### config.mk
export PLATFORM = sky130hd
export DESIGN_NAME = sample_framer
export DESIGN_NICKNAME = d
export VERILOG_FILES = /design/src/rtl/sample_pkg.sv /design/src/rtl/sample_framer_block_counter.sv /design/src/rtl/sample_framer.sv
export SDC_FILE = /design/constraint.sdc
export NUM_CORES = 1
export LEC_CHECK = 0
export BUFFER_PORTS_ARGS = -buffer_cell sky130_fd_sc_hd__buf_2
export CORE_ASPECT_RATIO = 0.9
export CORE_MARGIN = 5
export CORE_UTILIZATION = 35
export CTS_CLUSTER_SIZE = 40
export DETAILED_ROUTE_END_ITERATION = 7
export PLACE_DENSITY = 0.6
export RECOVER_POWER = 25
export SLEW_MARGIN = 15
export SYNTH_ARGS = -nofsm -noshare
export SYNTH_HDL_FRONTEND = slang
export SYNTH_SLANG_ARGS = --single-unit
### constraint.sdc
create_clock -name clk -period 26.8 [get_ports clk]
set_input_delay 2.68 -clock clk [delete_from_list [all_inputs] [get_ports clk]]
set_output_delay 2.68 -clock clk [all_outputs]
set_load 0.02 [all_outputs]
### src/rtl/sample_pkg.sv
// Shared sizing, mode and state encodings for the ADC sample framer.
// Lanes are packed so lane i lands at bits [BITS*i +: BITS] of a frame.
package sample_pkg;

   localparam int NUM_CHANNELS    = 8;
   localparam int BITS_PER_SAMPLE = 16;
   localparam int SAMPLE_WIDTH    = NUM_CHANNELS * BITS_PER_SAMPLE;

   localparam logic MODE_LIVE = 1'b0;
   localparam logic MODE_RAMP = 1'b1;

   typedef enum logic {
      SYNC    = 1'b0,
      COLLECT = 1'b1
   } state_e;

   typedef logic [NUM_CHANNELS-1:0][BITS_PER_SAMPLE-1:0] lanes_t;

endpackage

### src/rtl/sample_framer_block_counter.sv
// Wrap counter 0..WRAP-1 with a terminal-count flag on the last value.
// Generic enough to double as a slow blink divider.
module block_counter #(
   parameter int WRAP = 48,
   parameter int CW   = (WRAP > 1) ? $clog2(WRAP) : 1
) (
   input  logic clk,
   input  logic rst,
   input  logic clr,
   input  logic en,
   output logic tc
);

   logic [CW-1:0] count_q, count_d;

   assign tc = (count_q == CW'(WRAP - 1));

   always_comb begin
      count_d = count_q;
      if (clr) begin
         count_d = '0;
      end else if (en) begin
         count_d = tc ? '0 : count_q + CW'(1);
      end
   end

   always_ff @(posedge clk or posedge rst) begin
      if (rst) begin
         count_q <= '0;
      end else begin
         count_q <= count_d;
      end
   end

endmodule

### src/rtl/sample_framer.sv
// Packs serial per-channel ADC samples (or a ramp pattern) into wide
// frames, with block resync pulses and a saturating framing-error count.
module sample_framer
   import sample_pkg::*;
#(
   parameter int FRAMES_PER_BLOCK = 48,
   parameter int RAMP_STEP        = 2,
   parameter int ERR_WIDTH        = 8
) (
   input  logic                       clk,
   input  logic                       rst,
   input  logic                       mode,
   input  logic [BITS_PER_SAMPLE-1:0] ch_data,
   input  logic                       ch_valid,
   input  logic                       ch_first,
   input  logic                       sample_tick,
   output logic [SAMPLE_WIDTH-1:0]    frame_data,
   output logic                       frame_valid,
   output logic                       resync,
   output logic [ERR_WIDTH-1:0]       err_count
);

   localparam int IW = $clog2(NUM_CHANNELS);

   state_e               state_q, state_d;
   logic [IW-1:0]        idx_q, idx_d;
   lanes_t               lane_q, lane_d;
   lanes_t               frame_q, frame_d;
   logic                 valid_q, valid_d;
   logic                 resync_q, resync_d;
   logic [ERR_WIDTH-1:0] err_q, err_d;
   logic                 mode_q;

   logic mode_chg;
   logic push;
   logic err_inc;
   logic blk_tc;

   assign mode_chg = (mode != mode_q);

   block_counter #(
      .WRAP (FRAMES_PER_BLOCK)
   ) u_blk (
      .clk (clk),
      .rst (rst),
      .clr (mode_chg),
      .en  (push),
      .tc  (blk_tc)
   );

   always_comb begin
      state_d = state_q;
      idx_d   = idx_q;
      lane_d  = lane_q;
      push    = 1'b0;
      err_inc = 1'b0;
      if (mode_chg) begin
         // Mode switch wins over any same-cycle sample or tick.
         state_d = SYNC;
         idx_d   = '0;
         lane_d  = '0;
      end else if (mode_q == MODE_RAMP) begin
         if (sample_tick) begin
            for (int i = 0; i < NUM_CHANNELS; i++) begin
               lane_d[i] = lane_q[i]
                         + BITS_PER_SAMPLE'(RAMP_STEP * i);
            end
            push = 1'b1;
         end
      end else if (mode_q == MODE_LIVE && ch_valid) begin
         unique case (state_q)
            SYNC: begin
               if (ch_first) begin
                  lane_d[0] = ch_data;
                  idx_d     = IW'(1);
                  state_d   = COLLECT;
               end else begin
                  err_inc = 1'b1;
               end
            end
            COLLECT: begin
               if (ch_first) begin
                  err_inc   = (idx_q != '0);
                  lane_d[0] = ch_data;
                  idx_d     = IW'(1);
               end else if (idx_q == '0) begin
                  err_inc = 1'b1;
                  state_d = SYNC;
               end else begin
                  lane_d[idx_q] = ch_data;
                  if (idx_q == IW'(NUM_CHANNELS - 1)) begin
                     idx_d = '0;
                     push  = 1'b1;
                  end else begin
                     idx_d = idx_q + IW'(1);
                  end
               end
            end
            default: state_d = SYNC;
         endcase
      end
      frame_d  = push ? lane_d : frame_q;
      valid_d  = push;
      resync_d = push & blk_tc;
      err_d    = (err_inc && err_q != '1)
               ? err_q + ERR_WIDTH'(1) : err_q;
   end

   always_ff @(posedge clk or posedge rst) begin
      if (rst) begin
         state_q  <= SYNC;
         idx_q    <= '0;
         lane_q   <= '0;
         frame_q  <= '0;
         valid_q  <= 1'b0;
         resync_q <= 1'b0;
         err_q    <= '0;
         mode_q   <= MODE_LIVE;
      end else begin
         state_q  <= state_d;
         idx_q    <= idx_d;
         lane_q   <= lane_d;
         frame_q  <= frame_d;
         valid_q  <= valid_d;
         resync_q <= resync_d;
         err_q    <= err_d;
         mode_q   <= mode;
      end
   end

   assign frame_data  = frame_q;
   assign frame_valid = valid_q;
   assign resync      = resync_q;
   assign err_count   = err_q;

endmodule

==> metrics.txt <==
Synth area leader dfrtp_1; Syn Inst Count 1,372; die span in y ~200 um; HPWL Detailed 25.9 mm; clock share of power 43.7%; DIE AREA 44,400 um2; register area share after synthesis 49.2%; post_cts resized 0; final wirelength ~40 mm; Area Overhead vs Synth 16.1%; CP Launch Type input pin; final hold vios 0; Placed Cells 1,990; Critical Path Start rst; Top FF cell, synth dfrtp_1; DR iter-0 viols 732; Net Switching 0.312 mW; synthesized area 14,100 um2; core area ~40,000 um2; f_max ~0.15 GHz; Synth Register Bits 277; Fillers 3,859; detailed-route wire length per cell 19.6 um; Min Hold Slack 476 ps; Flop pwr share 42.8%; YS warnings 0; Total Routing Usage GR roughly 18%; H-tree depth 1; area occupied by multi-input gates between 6000 and 7000 um2; Worst-Skew Late Latency 580 ps; PD cells 68.2 nW/um2; final worst path period share 25.7%; Cell variety after synth 55; Initial Util 35.6%; Pre-Repair DR Iteration Count 5; syn_area_per_cell 10.3 um2; Max-Cap Viols 2; # port buffers 159; clk slew on worst S/H paths 60 ps; final instance area 16,400 um2; Congestion Overflow GR 0; CTS root buffer clkbuf_16; fin. max-slew vios 209; # DRC 0; pin count of the biggest net entering global routing 189; Final min period just under 7000 ps; Die X 221 um; Pleak 7.93 nW; Worst Path Arrival 7420 ps; clk sinks 277; reg-to-reg startpoint mode_q; share of the synthesized area in the top cell type 49.2%; Hold Crit Start frame_data[68]; worst-margin pin slew 6320 ps; proportion of layout cells with a drive suffix above 1 between 20% and 30%; Power Internal 0.804 mW; outcome finished, violations left; vias in the first global route 10,292; Antenna Nets Post-Route 0; Relative slew margins -323%; most frequent cells in the layout dfrtp_1 (276), nand2_1 (171), buf_2 (140); Sequential cell area about 7000 um2; vias post-DR approximately 11,000; CTS Hold Bufs 0; worst min-delay path class reg2reg; switching portion of total power 28.0%; RSZ-0062 raised after global routing false; setup bufs post-CTS 0; Crit Path Class in2async; Post-synth EDFFs 0; GPL Wtd Cong 0.789; Max IR drop VDD 0.0491 mV; Setup-failing EPs final 0; Post-Syn Nets 1,408; CP endpoint kind async pin; Top Ports 160; number of placement rows just under 70; cts bufs inserted 30; deepest clock path buffer count 3; Gate power share a little over an eighth; CTS tree done; first-pass GRT wire length ~63 mm; critical path peak fanout ~140; failing checks capacitance limit, slew limit; Total Neg Setup Slack 0 ps; largest cells by area after synthesis dfrtp_1 (49%), mux2i_1 (8.0%), mux2_2 (6.4%); Worst Clk Skew roughly 19 ps; most common cell after layout, fill and taps aside dfrtp_1; CP Data Required Time between 20,000 and 30,000 ps; total power 1.12 mW; Post-synth ARST share 100%; Vias/cell a little over 5; placed cell area around 15,000 um2; initial antenna violation count 1; Nets between 1,500 and 2,000; final cell count without fillers roughly 2,000
==> flip-flops by register name, summed over array words and instances (netlist names) <==
register,count
frame_data,128
lane_q,128
err_count,8
u_blk.count_q,6
idx_q,3
frame_valid,1
mode_q,1
resync,1
state_q,1
==> cell type report <==
class | instances | share of cell area [%]
clock inverter | 16 | 1.99
tap | 532 | 4.07
inverter | 19 | 0.459
timing repair buffer | 166 | 5.14
antenna | 2 | 0.0306
multi-input combinational | 996 | 40.8
sequential | 277 | 42.4
clock buffer | 38 | 5.14
==> power groups by stage <==
| stage | clock network (mW) | registers, mW | logic (mW) |
|---|---|---|---|
| final | 0.487 | 0.478 | 0.150 |
| after global routing | 0.515 | 0.481 | 0.167 |
| after CTS | 0.499 | 0.477 | 0.154 |
| after detailed placement | 0 | 0.484 | 0.154 |
| after global placement | 0 | 0.484 | 0.151 |
| after floorplan | 0 | 0.499 | 0.0774 |
==> logic make-up (layout without fill, tap and decap cells) <==
| logic type | after synthesis | after routing | share of synthesized area, % |
|---|---|---|---|
| other cells | 0 | 2 | 0 |
| mux | 208 | 208 | 16.1 |
| simple gates | 503 | 503 | 16.8 |
| fa+ha+maj | 14 | 14 | 1.24 |
| buf+inv | 99 | 239 | 3.46 |
| xor+xnor | 96 | 96 | 5.97 |
| flops | 277 | 277 | 49.2 |
| compound gates | 175 | 175 | 7.25 |
==> per-stage QoR <==
| stage | setup WS [ps] | util [%] |
|---|---|---|
| after floorplan | 16480 | - |
| after global placement | 21590 | 38.4 |
| after detailed placement | 21550 | 38.4 |
| after CTS | 22170 | 41.4 |
| after global routing | 18870 | 41.3 |
| final | 19910 | 41.3 |
==> final timing paths <==
check / to / slack, ps / depth (start not counted)
min reg2reg: frame_data[68] / 480 / 2
max reg2reg: frame_data[62] / 21890 / 4
max: mode_q / 19910 / 3
min: frame_data[68] / 480 / 2
max in group clk: frame_data[62] / 20770 / 5
min in group asynchronous: frame_data[28] / 4070 / 2
==> per-layer routing <==
| metal | up-vias | wire length [um] | global-route usage (%) |
|---|---|---|---|
| li1 | 4988 | - | - |
| met1 | 5275 | 19200 | 26.0 |
| met2 | 233 | 17800 | 26.7 |
| met3 | 59 | 2060 | 3.22 |
| met4 | 0 | 1030 | 4.40 |
| met5 | - | 0 | 0 |
==> critical path, cell delays in order <==
cell        delay (ps)
buf_2              100
clkinvlp_2        3460
buf_4             1040
==> cell usage after synthesis, types with 9 or more instances <==
cell,number
o31ai_1,16
and2_1,16
nor2_1,137
mux2i_1,112
o21ai_0,114
buf_2,25
nor4_1,16
ha_1,14
mux2_4,16
buf_1,9
nor3_1,44
a21oi_1,12
nand4_1,31
xnor2_1,39
mux2_2,80
nand2_1,171
nand3_1,21
inv_1,18
clkbuf_1,32
dfrtp_1,277
nor2b_1,26
xor2_1,57
Power figures use the tool's default switching activity.
